## src/rtl/qdec_bitstream_feeder_if.sv

```systemverilog
// Bitstream feeder bus: word-RAM read port plus the byte stream towards qdec_cabac.
// master = feeder side, slave = RAM/consumer side.
interface qdec_bitstream_feeder_if #(
  parameter int ADDR_WIDTH = 16
);
  logic                  mem_re;
  logic [ADDR_WIDTH-1:0] mem_raddr;
  logic [31:0]           mem_rdata;
  logic [7:0]            dout;
  logic                  dout_vld;
  logic                  dout_rdy;

  modport master (
    output mem_re, mem_raddr, dout, dout_vld,
    input  mem_rdata, dout_rdy
  );

  modport slave (
    input  mem_re, mem_raddr, dout, dout_vld,
    output mem_rdata, dout_rdy
  );
endinterface

```

## src/rtl/qdec_bitstream_feeder.sv

```systemverilog
// Streams a byte range out of a 32-bit word RAM, little-endian, one byte per handshake.
// Start-to-first-byte latency is 3 cycles; a 2-word credit-controlled buffer absorbs dout_rdy stalls.
module qdec_bitstream_feeder #(
  parameter int ADDR_WIDTH = 16,
  parameter int LEN_WIDTH  = 20
) (
  input  logic                   clk,
  input  logic                   rst_n,
  input  logic                   start,
  input  logic [ADDR_WIDTH+1:0]  start_byte_addr,
  input  logic [LEN_WIDTH-1:0]   byte_len,
  input  logic                   abort,
  output logic                   busy,
  output logic                   done,
  qdec_bitstream_feeder_if.master bus
);

  localparam int WLW = LEN_WIDTH + 1;

  typedef enum logic {S_IDLE, S_RUN} state_t;

  state_t                state_q, state_d;
  logic [ADDR_WIDTH-1:0] waddr_q, waddr_d;
  logic [WLW-1:0]        words_left_q, words_left_d;
  logic [LEN_WIDTH-1:0]  remaining_q, remaining_d;
  logic [LEN_WIDTH-1:0]  unpack_left_q, unpack_left_d;
  logic [1:0]            byte_idx_q, byte_idx_d;
  logic                  rd_pend_q, rd_pend_d;
  logic [31:0]           fifo_q [2];
  logic [31:0]           fifo_d [2];
  logic                  rd_ptr_q, rd_ptr_d;
  logic                  wr_ptr_q, wr_ptr_d;
  logic [1:0]            cnt_q, cnt_d;
  logic [7:0]            dout_q, dout_d;
  logic                  dout_vld_q, dout_vld_d;
  logic                  done_q, done_d;

  logic                  run;
  logic                  accept;
  logic                  mem_re_c;
  logic                  head_vld;
  logic [31:0]           head_word;
  logic [7:0]            head_byte;
  logic                  load;
  logic                  pop;
  logic                  pop_fifo;
  logic                  push;
  logic [WLW-1:0]        wl_sum;

  assign run    = (state_q == S_RUN);
  assign accept = dout_vld_q && bus.dout_rdy;

  // The returning read word is usable in the same cycle it lands, so the first byte is not delayed by the FIFO.
  assign head_vld  = (cnt_q != 2'd0) || rd_pend_q;
  assign head_word = (cnt_q != 2'd0) ? fifo_q[rd_ptr_q] : bus.mem_rdata;
  assign head_byte = head_word[{byte_idx_q, 3'b000} +: 8];

  assign mem_re_c = run && (words_left_q != '0)
                    && (({1'b0, cnt_q} + {2'b00, rd_pend_q}) < 3'd2);

  assign wl_sum = {1'b0, byte_len} + {{(WLW-2){1'b0}}, start_byte_addr[1:0]} + WLW'(3);

  always_comb begin
    state_d       = state_q;
    waddr_d       = waddr_q;
    words_left_d  = words_left_q;
    remaining_d   = remaining_q;
    unpack_left_d = unpack_left_q;
    byte_idx_d    = byte_idx_q;
    rd_pend_d     = 1'b0;
    fifo_d        = fifo_q;
    rd_ptr_d      = rd_ptr_q;
    wr_ptr_d      = wr_ptr_q;
    cnt_d         = cnt_q;
    dout_d        = dout_q;
    dout_vld_d    = dout_vld_q;
    done_d        = 1'b0;
    load          = 1'b0;
    pop           = 1'b0;
    pop_fifo      = 1'b0;
    push          = 1'b0;

    case (state_q)
      S_IDLE: begin
        if (start) begin
          if (byte_len == '0) begin
            done_d = 1'b1;
          end else begin
            state_d       = S_RUN;
            waddr_d       = start_byte_addr[ADDR_WIDTH+1:2];
            byte_idx_d    = start_byte_addr[1:0];
            remaining_d   = byte_len;
            unpack_left_d = byte_len;
            words_left_d  = wl_sum >> 2;
          end
        end
      end

      S_RUN: begin
        if (mem_re_c) begin
          waddr_d      = waddr_q + ADDR_WIDTH'(1);
          words_left_d = words_left_q - WLW'(1);
        end
        rd_pend_d = mem_re_c;

        if (abort || (accept && remaining_q == LEN_WIDTH'(1))) begin
          // Both exits drop any buffered or in-flight words; only a normal finish reports done.
          state_d      = S_IDLE;
          done_d       = !abort;
          rd_pend_d    = 1'b0;
          cnt_d        = 2'd0;
          rd_ptr_d     = 1'b0;
          wr_ptr_d     = 1'b0;
          dout_vld_d   = 1'b0;
          words_left_d = '0;
          remaining_d  = '0;
        end else begin
          if (accept) begin
            remaining_d = remaining_q - LEN_WIDTH'(1);
            dout_vld_d  = 1'b0;
          end
          load = (!dout_vld_q || accept) && head_vld && (unpack_left_q != '0);
          if (load) begin
            dout_d        = head_byte;
            dout_vld_d    = 1'b1;
            byte_idx_d    = byte_idx_q + 2'd1;
            unpack_left_d = unpack_left_q - LEN_WIDTH'(1);
            pop           = (byte_idx_q == 2'd3) || (unpack_left_q == LEN_WIDTH'(1));
          end
          // A bypassed word that is finished in its arrival cycle never needs a FIFO slot.
          push     = rd_pend_q && !((cnt_q == 2'd0) && pop);
          pop_fifo = pop && (cnt_q != 2'd0);
          if (push) begin
            fifo_d[wr_ptr_q] = bus.mem_rdata;
            wr_ptr_d         = ~wr_ptr_q;
          end
          if (pop_fifo) begin
            rd_ptr_d = ~rd_ptr_q;
          end
          cnt_d = cnt_q + {1'b0, push} - {1'b0, pop_fifo};
        end
      end

      default: state_d = S_IDLE;
    endcase
  end

  always_ff @(posedge clk or posedge rst_n) begin
    if (rst_n) begin
      state_q       <= S_IDLE;
      waddr_q       <= '0;
      words_left_q  <= '0;
      remaining_q   <= '0;
      unpack_left_q <= '0;
      byte_idx_q    <= 2'd0;
      rd_pend_q     <= 1'b0;
      fifo_q[0]     <= '0;
      fifo_q[1]     <= '0;
      rd_ptr_q      <= 1'b0;
      wr_ptr_q      <= 1'b0;
      cnt_q         <= 2'd0;
      dout_q        <= 8'd0;
      dout_vld_q    <= 1'b0;
      done_q        <= 1'b0;
    end else begin
      state_q       <= state_d;
      waddr_q       <= waddr_d;
      words_left_q  <= words_left_d;
      remaining_q   <= remaining_d;
      unpack_left_q <= unpack_left_d;
      byte_idx_q    <= byte_idx_d;
      rd_pend_q     <= rd_pend_d;
      fifo_q[0]     <= fifo_d[0];
      fifo_q[1]     <= fifo_d[1];
      rd_ptr_q      <= rd_ptr_d;
      wr_ptr_q      <= wr_ptr_d;
      cnt_q         <= cnt_d;
      dout_q        <= dout_d;
      dout_vld_q    <= dout_vld_d;
      done_q        <= done_d;
    end
  end

  assign busy          = run;
  assign done          = done_q;
  assign bus.mem_re    = mem_re_c;
  assign bus.mem_raddr = waddr_q;
  assign bus.dout      = dout_q;
  assign bus.dout_vld  = dout_vld_q;

endmodule

```

## src/flat_wrapper.sv

```systemverilog
// flat-port wrapper written by rule: the top's interface ports become plain ports
module qdec_bitstream_feeder_flat 
#(
  parameter int ADDR_WIDTH = 16,
  parameter int LEN_WIDTH  = 20
)
  (clk, rst_n, start, start_byte_addr, byte_len, abort, busy, done, bus_mem_re, bus_mem_raddr, bus_dout, bus_dout_vld, bus_mem_rdata, bus_dout_rdy);
  qdec_bitstream_feeder_if #(.ADDR_WIDTH(ADDR_WIDTH)) bus_i ();
  input  logic clk;
  input  logic rst_n;
  input  logic start;
  input  logic [ADDR_WIDTH+1:0] start_byte_addr;
  input  logic [LEN_WIDTH-1:0] byte_len;
  input  logic abort;
  output logic busy;
  output logic done;
  output wire logic [$bits(bus_i.mem_re)-1:0] bus_mem_re;
  output wire logic [$bits(bus_i.mem_raddr)-1:0] bus_mem_raddr;
  output wire logic [$bits(bus_i.dout)-1:0] bus_dout;
  output wire logic [$bits(bus_i.dout_vld)-1:0] bus_dout_vld;
  input wire logic [$bits(bus_i.mem_rdata)-1:0] bus_mem_rdata;
  input wire logic [$bits(bus_i.dout_rdy)-1:0] bus_dout_rdy;
  assign bus_mem_re = bus_i.mem_re;
  assign bus_mem_raddr = bus_i.mem_raddr;
  assign bus_dout = bus_i.dout;
  assign bus_dout_vld = bus_i.dout_vld;
  assign bus_i.mem_rdata = bus_mem_rdata;
  assign bus_i.dout_rdy = bus_dout_rdy;
  qdec_bitstream_feeder #(.ADDR_WIDTH(ADDR_WIDTH), .LEN_WIDTH(LEN_WIDTH)) u_core (.clk(clk), .rst_n(rst_n), .start(start), .start_byte_addr(start_byte_addr), .byte_len(byte_len), .abort(abort), .busy(busy), .done(done), .bus(bus_i));
endmodule
```

## config.mk

```make
export PLATFORM = sky130hd
export DESIGN_NAME = qdec_bitstream_feeder_flat
export DESIGN_NICKNAME = d
export VERILOG_FILES = /design/src/rtl/qdec_bitstream_feeder_if.sv /design/src/rtl/qdec_bitstream_feeder.sv /design/src/flat_wrapper.sv
export SDC_FILE = /design/constraint.sdc
export NUM_CORES = 1
export LEC_CHECK = 0
export ABC_AREA = 0
export CORE_MARGIN = 8
export CORE_UTILIZATION = 55
export DETAILED_ROUTE_END_ITERATION = 6
export PLACE_DENSITY = 0.83
export SLEW_MARGIN = 0
export SYNTH_ARGS = -nofsm -noshare
export SYNTH_HDL_FRONTEND = slang
export SYNTH_SLANG_ARGS = --single-unit
```

## constraint.sdc

```tcl
create_clock -name clk -period 8.9 [get_ports clk]
set_clock_uncertainty 0.2 [all_clocks]
set_input_delay 0.89 -clock clk [delete_from_list [all_inputs] [get_ports clk]]
set_output_delay 0.89 -clock clk [all_outputs]
set_load 0.01 [all_outputs]
```

==> metrics.md, run 1 <==
| Metric | Value |
|---|---|
| Drt via density | about 6.5 |
| Commonest non-fill, non-tap cell in the layout | dfrtp_1 |
| Seq pwr share | around two fifths |
| Unrepaired setup endpoints after global routing | false |
| Clk sinks | 159 |
| TritonRoute pass-1 iters | 5 |
| Warnings, synthesis | 0 |
| Netlist cell types | 73 |
| GRT overflow | 0 |
| CTS Buffer Depth | 2 |
| CP max FO | 13 |
| Leak | about 4.7 nW |
| Area growth syn-to-layout | 18.1% |
| Sw frac | between 30% and 40% |
| Net Switching | 1.26 mW |
| Vias | about 8300 |
| Final WL | approximately 26 mm |
| GR Util All Layers | around 24% |
| Power Density | ~300 nW/um2 |
| CORE AREA | around 17000 um2 |
| Setup Slack @ Placement | roughly 5 ns |
| HP Class | flip-flop to flip-flop |
| Largest net degree at the start of global routing | a little under 100 |
| Pins Over Slew Limit | 0 |
| Hold-fix buffers at CTS | 0 |
| Top_reg_cell synth | dfrtp_1 |
| Req. time, crit path | between 7 and 8 ns |
| Mapped Cells | approximately 960 |
| Most frequent cells in the layout | dfrtp_1, clkdlybuf4s50_1, nor2_1, o21ai_0, a21oi_1 |
| Netlist Area Pre-Place | ~9400 um2 |
| Post-synth net total | roughly 1100 |
| Worst-Margin Slew | 1.14 ns |
| Initial antenna violation count | 1 |
| GPL Wtd Cong | 0.902 |
| Comb pwr share | between 30% and 40% |
| Slowest cell on crit path | or4_1 |
| Root Driver | clkbuf_16 |
| Crit-path max cell delay | 0.63 ns |
| Post-route DRC | 0 |
| Slew HR | 24.1% |
| Final TNS setup | 0 ns |
| FF-to-FF setup slack | 5.03 ns |
| Postcts setup bufs | 0 |
| TritonCTS Buffers | 17 |
| Outcome | finished clean |
| Crit-path cells | or4_1 -> nor4_2 -> a41o_1 -> inv_1 -> clkdlybuf4s50_1 |
| Global-route wire length before repair | about 42 mm |
| # setup viols final | 0 |
| Final Util | 65.4% |
| Io pins | approximately 100 |
| Setup WS post-layout | between 4 and 5 ns |
| Final Hold Violating Endpoints | 0 |
| Post-synth EDFFs | 0 |
| Max IR drop VDD | ~0.00019 V |
| DR iter-0 viols | around 770 |
| Detailed placement HPWL | approximately 18 mm |
| Setup crit start kind | flip-flop |
| Cell family with most CP delay | simple AND/OR/NAND/NOR gates |
| Vias in the first global route | around 8000 |
| Rows | 48 |
| Initial Util | around 55% |
| Clock Power Share | 21.5% |
| Die ar. | between 20000 and 25000 um2 |
| Fmax | between 200 and 250 MHz |
| Min cycle time layout | between 4 and 5 ns |
| Die Width | approximately 150 um |
| Synth Area per Inst | between 9 and 10 um2 |
| Crit Path Category | flip-flop to primary output |
| Internal power | between 2 and 2.5 mW |
| Asr flop ratio synth | 100% |
| Crit path DAT | 3.11 ns |
| Htree depth | 4 |
| Layout cells sized above 1 | 13.5% |
| Maximum capacitance violations | 0 |
| Die span in y | about 150 um |
| WL/cell | 20.4 um |
| Fin crit share | 47.1% |
| Post-synthesis sequential area ratio | 42.2% |
| Worst-path clk slew | 0.07 ns |
| Buf+Inv Stages, Crit Path | 2 |
| CTS tree | built |
| Routed Antenna Nets | 0 |
| CP Capture Type | primary output |
| Seq cells post-synth | roughly 160 |
| Final net count | around 1100 |
| Ant diodes | 0 |
| Number of gates resized after cts | 0 |
| I/O Buffers | between 100 and 150 |
| Clock Latency Late Sink | between 0.4 and 0.5 ns |
-- registers in the layout (all words and copies together) (netlist names), 2 cells and up --
signal                count
u_core.bus.dout           8
u_core.fifo_q            64
u_core.byte_idx_q         2
u_core.words_left_q      21
u_core.unpack_left_q     20
u_core.remaining_q       20
u_core.bus.mem_raddr     16
u_core.cnt_q              2
-- worst paths after layout --
check	from	endpoint	depth (start not counted)
setup / recovery	u_core.words_left_q[10]	bus_mem_re	5
hold / removal	u_core.fifo_q[16]	u_core.fifo_q[16]	1
setup reg to reg	u_core.unpack_left_q[0]	u_core.fifo_q[43]	8
hold reg to reg	u_core.fifo_q[16]	u_core.fifo_q[16]	1
max in group asynchronous	rst_n	u_core.busy	3
min in group asynchronous	rst_n	u_core.fifo_q[30]	2
-- final cells by class --
class / instances / area, um2
fill: 1338 / 5870
multi-input combinational: 711 / 5060
sequential: 159 / 3980
timing repair buffer: 112 / 1100
clock buffer: 19 / 443
tap: 225 / 282
clock inverter: 13 / 129
inverter: 33 / 129
-- cells by family (layout without fill, tap and decap cells) --
kind of cell    after synthesis  in the layout  share of synthesized area [%]
buf+inv                      94            177                           4.14
mux                         102            102                           15.0
flops                       159            159                           42.2
simple gates                296            296                           16.0
compound gates              282            282                           19.2
xor+xnor                     18             18                           1.67
fa+ha+maj                    13             13                           1.81
-- Yosys cell counts, types with 16 or more instances --
cell type / number / area, um2
inv_1: 32 / 120
o21ai_0: 75 / 375
nor4_1: 22 / 138
o22ai_1: 16 / 100
a22o_1: 20 / 175
nand3_1: 32 / 160
dfrtp_1: 159 / 3980
mux2_2: 34 / 383
mux2_4: 29 / 435
a21oi_1: 77 / 385
clkbuf_1: 38 / 143
mux4_2: 16 / 360
nor3_1: 23 / 115
mux2i_1: 22 / 220
nand2_1: 65 / 244
nor2_1: 77 / 289
-- through the flow --
stage,instances,power (mW),instance area (um2),hold slack [ns]
after floorplan,964,2.16,9420,0.258
after global placement,1240,2.54,10600,0.274
after detailed placement,1240,2.60,10600,0.288
after CTS,1272,3.33,11100,0.308
after global routing,1272,3.53,11100,0.318
final,1272,3.34,11100,0.305
-- routing by layer --
metal	share of wire, %	global-route usage, %	routed length (um)
met1	43	31.8	11100
met2	48	37.6	12400
met3	7.2	6.03	1860
met4	2.5	8.91	651
met5	0.038	0	10
-- worst reg2reg max path: stages, from the launching register on --
cell and delay (ns):
dfrtp_1 0.41, inv_1 0.12, ha_1 0.20, or3b_2 0.49, nor3_2 0.47, a21boi_1 0.24
nand3_2 0.15, and4_2 1.01, mux2_2 0.46
-- power groups by stage --
stage / combinational, mW / clock [mW] / sequential [mW]
after floorplan: 0.927 / 0 / 1.23
after global placement: 1.21 / 0 / 1.32
after detailed placement: 1.26 / 0 / 1.34
after CTS: 1.27 / 0.725 / 1.34
after global routing: 1.39 / 0.755 / 1.39
final: 1.27 / 0.717 / 1.35
Power figures use the tool's default switching activity.
==> run 2: changes to the inputs <==
--- a/config.mk
+++ b/config.mk
@@ -7,9 +7,9 @@
 export LEC_CHECK = 0
 export ABC_AREA = 0
 export CORE_MARGIN = 8
-export CORE_UTILIZATION = 55
+export CORE_UTILIZATION = 52
 export DETAILED_ROUTE_END_ITERATION = 6
-export PLACE_DENSITY = 0.83
+export PLACE_DENSITY = 0.82
 export SLEW_MARGIN = 0
 export SYNTH_ARGS = -nofsm -noshare
 export SYNTH_HDL_FRONTEND = slang
==> constraint.sdc (replaced) <==
create_clock -name clk -period 3.5 [get_ports clk]
set_clock_uncertainty 0.2 [all_clocks]
set_input_delay 0.35 -clock clk [delete_from_list [all_inputs] [get_ports clk]]
set_output_delay 0.35 -clock clk [all_outputs]
set_load 0.01 [all_outputs]
==> metrics.md, run 2 (synthesis gave the netlist of run 1 again) <==
| Metric | Value |
|---|---|
| Outcome | finished clean |
| Clk sinks | 159 (unchanged) |
| Inst Count DP | 1267 (+2.2%) |
| Pins Over Slew Limit | 0 (unchanged) |
| Seq pwr share | 38.5% (-2.0 points) |
| Max reg flops | 64 (unchanged) |
| Detailed placement HPWL | 17.8 mm (+1.1%) |
| I/O Buffers | 102 (unchanged) |
| Fmax | ~300 MHz |
| CORE AREA | 17800 um2 (+5.0%) |
| Setup Slack @ Placement | 0.261 ns (-4.70 ns) |
| Leak | 4.79 nW (+2.7%) |
| Die ar. | 22700 um2 (+5.1%) |
| Crit-path cells | or4_1 -> nor4_4 -> a41o_2 -> inv_1 -> clkdlybuf4s50_1 |
| Vias | 8218 (-0.84%) |
| Ant diodes | 0 (unchanged) |
| Rows | 49 (+2.1%) |
| Postcts setup bufs | 0 (unchanged) |
| # setup viols final | 0 (unchanged) |
| Unrepaired setup endpoints after global routing | false |
| Crit-path max cell delay | 0.66 ns (+0.03 ns) |
| Worst-Margin Slew | 1.22 ns (+0.0837 ns) |
| Maximum capacitance violations | 0 (unchanged) |
| Comb pwr share | 39.5% (+1.4 points) |
| Post-route DRC | 0 (unchanged) |
| Total power | 8.60 mW (+160%) |
| Biggest regs | u_core.fifo_q (64), u_core.words_left_q (21) |
| Worst r2r src | u_core.unpack_left_q[0] |
| Multi-input gate area | 5070 um2 (+0.20%) |
| Crit path DAT | 2.81 ns (-0.30 ns) |
| Fill cell count | 1384 (+3.4%) |
| Area growth syn-to-layout | 20.7% |
| Power Density | 756 nW/um2 (+150%) |
| Initial antenna violation count | 0 (-1) |
| Layout cells sized above 1 | 15.5% (+2.0 points) |
| Crit Path Category | flip-flop to primary output |
| Worst hold slack | 0.306 ns (+0.00112 ns) |
| DR iter-0 viols | 736 (-4.7%) |
| Sw frac | 37.9% (+0.17 points) |
| Final net count | 1145 (+2.0%) |
| CTS tree | built |
| Fin crit share | roughly 96% |
| Initial Util | 52.8% (-2.6 points) |
| Die Width | 151 um (+2.5%) |
| CTS Buffer Depth | 2 (unchanged) |
| Commonest non-fill, non-tap cell in the layout | dfrtp_1 |
| Slowest cell on crit path | or4_1 |
| Reg with most FFs | u_core.fifo_q |
| CP max FO | 9 (-4) |
| Final WL | 25.9 mm (-0.14%) |
| TritonRoute pass-1 iters | 5 (unchanged) |
| Most frequent cells in the layout | dfrtp_1, clkdlybuf4s50_1, nor2_1, o21ai_0, a21oi_1 |
| Vias in the first global route | 8051 (+1.0%) |
| HP Class | input pin to asynchronous set/reset pin |
| Slew HR | 18.5% (-5.6 points) |
| Largest net degree at the start of global routing | 160 (+62%) |
| WL/cell | 20.0 um (-2.2%) |
| Setup crit start kind | flip-flop |
| Clock Latency Late Sink | 0.43 ns (about the same) |
| Worst Setup EP | bus_mem_re |
| Min cycle time layout | roughly 3.4 ns |
| Worst R2R End | u_core.fifo_q[56] |
| GR Util All Layers | 23.2% (-0.89 points) |
| Drt via density | 6.33 (-2.9%) |
| Worst-path clk slew | 0.07 ns (about the same) |
| Register Area | 3980 um2 (unchanged) |
| GRT overflow | 0 (unchanged) |
| GPL Wtd Cong | 0.925 (+2.6%) |
| Io pins | 103 (unchanged) |
| Htree depth | 4 (unchanged) |
| Path depth of the worst reg2reg path | 9 (+1) |
| Final Hold Violating Endpoints | 0 (unchanged) |
| Max IR drop VDD | 0.000434 V (+120%) |
| Net Switching | 3.26 mW (+160%) |
| Setup WS post-layout | 0.140 ns (-4.56 ns) |
| Root Driver | clkbuf_16 |
| Hold-fix buffers at CTS | 0 (unchanged) |
| Final TNS setup | 0 ns (unchanged) |
| Clock Power Share | 22.0% (+0.5 points) |
| Req. time, crit path | 2.95 ns (-4.86 ns) |
| Final std cells w/o fill | 1299 (+2.1%) |
| Routed Antenna Nets | 0 (unchanged) |
| Internal power | 5.34 mW (+160%) |
| TritonCTS Buffers | 17 (unchanged) |
| Crit. Startpoint | u_core.words_left_q[10] |
| CP Capture Type | primary output |
| FF-to-FF setup slack | 0.38 ns (-4.65 ns) |
| Global-route wire length before repair | 41.7 mm (-0.87%) |
| Die span in y | 151 um (+2.5%) |
-- run 2: stage by stage --
step	utilization [%]	cell area, um2
after floorplan	-	9420
after global placement	60.3	10800
after detailed placement	60.3	10800
after CTS	63.7	11400
after global routing	63.7	11400
final	63.7	11400
-- run 2: final cells by class --
cell class / instances / area share, %
Multi-Input combinational cell: 711 / 44.6
Clock inverter: 15 / 1.51
Tap cell: 229 / 2.52
Sequential cell: 159 / 35.0
Inverter: 33 / 1.12
Timing Repair Buffer: 135 / 11.5
Clock buffer: 17 / 3.74
-- run 2: critical path: cells and delay by family (launching register included) --
family,cells,cell delay (ns)
DFF,1,0.44
and+or+nand+nor,2,0.93
buffers and inverters,2,0.66
AOI/OAI and AO/OA,1,0.35
-- run 2: worst min-delay path by stage --
stage,end,cells past startpoint,slack [ns],from
finish,u_core.bus.mem_raddr[14],3,0.31,rst_n
global route,u_core.remaining_q[7],1,0.32,u_core.remaining_q[7]
CTS,u_core.fifo_q[42],1,0.31,u_core.fifo_q[42]
detailed placement,u_core.remaining_q[19],1,0.29,u_core.remaining_q[19]
global placement,u_core.fifo_q[9],1,0.27,u_core.fifo_q[9]
floorplan,u_core.words_left_q[17],1,0.26,u_core.words_left_q[17]
-- run 2: power groups by stage --
| stage | Clock (mW) | Sequential (mW) | Combinational [mW] |
|---|---|---|---|
| after global routing | 2.00 | 3.42 | 3.70 |
| final | 1.89 | 3.31 | 3.40 |
| after floorplan | 0 | 3.14 | 2.36 |
| after CTS | 1.91 | 3.29 | 3.39 |
| after global placement | 0 | 3.26 | 3.25 |
| after detailed placement | 0 | 3.29 | 3.36 |
-- run 2: layer usage --
| metal | wire [um] | track usage [%] | part of all wire [%] |
|---|---|---|---|
| met2 | 12000 | 36.2 | 46 |
| met1 | 10900 | 30.6 | 42 |
| met3 | 2220 | 5.29 | 8.6 |
| met5 | 0 | 0 | 0 |
| met4 | 890 | 9.65 | 3.4 |
-- run 2: timing repair --
action / CTS / global route
gates resized for setup: 1 / 1
gates cloned: 0 / 0
endpoints found under the setup margin: 1 / 1
==> run 3: changes to the inputs <==
--- a/config.mk
+++ b/config.mk
@@ -5,10 +5,10 @@
 export SDC_FILE = /design/constraint.sdc
 export NUM_CORES = 1
 export LEC_CHECK = 0
-export ABC_AREA = 0
 export CORE_MARGIN = 8
 export CORE_UTILIZATION = 52
 export DETAILED_ROUTE_END_ITERATION = 6
+export GPL_TIMING_DRIVEN = 0
 export PLACE_DENSITY = 0.82
 export SLEW_MARGIN = 0
 export SYNTH_ARGS = -nofsm -noshare
==> metrics.md, run 3 (synthesis gave the netlist of run 1 again) <==
| Metric | Value |
|---|---|
| TritonCTS Buffers | 17 (unchanged) |
| Largest net degree at the start of global routing | 41 (-74%) |
| Htree depth | 4 (unchanged) |
| Rows | 49 (unchanged) |
| Fin crit share | 97.6% (+1.6 points) |
| Worst-Margin Slew | 0.916 ns (-0.306 ns) |
| Buf+Inv Stages, Crit Path | 2 (unchanged) |
| Power Density | 768 nW/um2 (+1.6%) |
| Global-route wire length before repair | 46.2 mm (+11%) |
| Max IR drop VDD | 0.000500 V (+15%) |
| Max reg flops | 64 (unchanged) |
| GPL Wtd Cong | 0.938 (+1.4%) |
| Vias | 8748 (+6.4%) |
| Slew HR | 38.5% (+20 points) |
| CTS Buffer Depth | 2 (unchanged) |
| Most frequent cells in the layout | dfrtp_1, clkdlybuf4s50_1, nor2_1, a21oi_1, o21ai_0 |
| Final Hold Violating Endpoints | 0 (unchanged) |
| Io pins | 103 (unchanged) |
| Crit-path max cell delay | 0.61 ns (-0.05 ns) |
| Path depth of the worst reg2reg path | 10 (+1) |
| Layout cells sized above 1 | 13.8% (-1.7 points) |
| Final WL | 29.4 mm (+13%) |
| Min cycle time layout | 3.42 ns (+0.0571 ns) |
| TritonRoute pass-1 iters | 7 (+2) |
| CTS tree | built |
| HP Class | input pin to asynchronous set/reset pin |
| Pins Over Slew Limit | 0 (unchanged) |
| Total power | 8.81 mW (+2.4%) |
| Detailed placement HPWL | 21.0 mm (+18%) |
| Crit path DAT | 2.87 ns (+0.06 ns) |
| Finished Cell Area | 11500 um2 (+0.79%) |
| CORE AREA | 17800 um2 (unchanged) |
| Vias in the first global route | 8601 (+6.8%) |
| # setup viols final | 0 (unchanged) |
| Outcome | finished clean |
| DR iter-0 viols | 1080 (+47%) |
| Initial antenna violation count | 0 (unchanged) |
| Setup crit start kind | flip-flop |
| Die ar. | 22700 um2 (unchanged) |
| Worst r2r src | u_core.remaining_q[1] |
| Die Width | 151 um (unchanged) |
| Cell family with most CP delay | simple AND/OR/NAND/NOR gates |
| Leak | 4.80 nW (+0.10%) |
| Hold-fix buffers at CTS | 0 (unchanged) |
| Ant diodes | 0 (unchanged) |
| CP Capture Type | primary output |
| Drt via density | 6.57 (+3.8%) |
| Slowest cell on crit path | or4_4 |
| Post-Place Cell Area | 10800 um2 (+0.26%) |
| Routed Antenna Nets | 0 (unchanged) |
| Crit Path Category | flip-flop to primary output |
| Clock Latency Late Sink | 0.43 ns (about the same) |
| FF-to-FF setup slack | 0.24 ns (-0.14 ns) |
| Fmax | 293 MHz (-1.7%) |
| WL/cell | 22.1 um (+10%) |
| Req. time, crit path | 2.95 ns (about the same) |
| Clk sinks | 159 (unchanged) |
| Initial Util | 52.8% (unchanged) |
| Worst-path clk slew | 0.08 ns (about the same) |
| Reg with most FFs | u_core.fifo_q |
| Unrepaired setup endpoints after global routing | false |
| Final net count | 1178 (+2.9%) |
| Biggest regs | u_core.fifo_q (64), u_core.words_left_q (21) |
| Worst hold slack | 0.129 ns (-0.177 ns) |
| I/O Buffers | 100 (-2.0%) |
| Commonest non-fill, non-tap cell in the layout | dfrtp_1 |
| Maximum capacitance violations | 0 (unchanged) |
| GR Util All Layers | 26.0% (+2.8 points) |
| Post-route DRC | 0 (unchanged) |
| Worst R2R End | u_core.bus.dout[7] |
| Area growth syn-to-layout | 21.7% |
| CP max FO | 7 (-2) |
| Die span in y | 151 um (unchanged) |
| GRT overflow | 0 (unchanged) |
| Root Driver | clkbuf_16 |
| Crit-path cells | or4_4 -> nor4_4 -> a41o_1 -> inv_1 -> clkdlybuf4s50_1 |
run 3: cell types whose count changed in the layout (fill, tap and decap cells not counted), sizes merged:
cell           delta
buf               -3
clkbuf           +38
clkdlybuf4s50     -2
inv               +1
clkinvlp          -1
run 3: final cells by class:
type | instances | area (um2)
clock inverters | 15 | 186
repair buffers | 107 | 1100
clock buffers | 17 | 425
inverters | 33 | 128
multi-input cells | 711 | 5090
well taps | 229 | 287
fillers | 1390 | 6380
flip-flops and latches | 159 | 3980
plain buffers | 61 | 267
run 3: worst max path at each step:
stage	depth (start not counted)	from	end	slack (ns)
2_1_floorplan	13	u_core.unpack_left_q[0]	u_core.cnt_q[1]	0.61
3_3_place_gp	2	rst_n	u_core.remaining_q[13]	-0.44
3_5_place_dp	9	bus_dout_rdy	u_core.bus.dout[7]	-0.18
4_1_cts	10	u_core.remaining_q[1]	u_core.bus.dout[7]	0.05
5_1_grt	5	u_core.words_left_q[10]	bus_mem_re	0.03
6_report	5	u_core.words_left_q[10]	bus_mem_re	0.08
run 3: report_power, final:
part / switching, mW / internal, mW / leakage, nW
Combinational: 1.89 / 1.72 / 2.53
Sequential: 0.672 / 2.60 / 1.97
Clock: 0.891 / 1.03 / 0.297
Total: 3.46 / 5.35 / 4.80
run 3: stage by stage:
step | setup WS (ns) | util [%] | cells | setup TNS (ns)
finish | 0.0825 | 64.2 | 1332 | 0
CTS | 0.0459 | 64.0 | 1329 | 0
global route | 0.0293 | 64.2 | 1332 | 0
floorplan | 0.615 | - | 964 | 0
detailed placement | -0.178 | 60.5 | 1297 | -1.87
global placement | -0.439 | 60.0 | 1293 | -68.81
run 3: layer usage:
metal  track usage, %  vias to the layer above  routed length (um)
li1                 -                     3861                   -
met1             34.0                     4237               11500
met2             41.0                      569               13900
met3             6.79                       81                3220
met4             9.55                        0                 797
met5                0                        -                   0
run 3: worst reg2reg max path, delay by kind of cell, from the launching register on:
family	cells	cell delay, ns
adders and majority gates	1	0.21
buffers and inverters	3	0.94
and+or+nand+nor	4	0.78
AOI/OAI and AO/OA	2	0.67
DFF	1	0.39
run 3: timing repair:
action / in CTS / in global routing
setup endpoints to repair: 1 / 78
gates resized for setup: 2 / 4
hold endpoints to repair: 0 / 0
pin swaps: 0 / 2
buffers inserted: 0 / 3
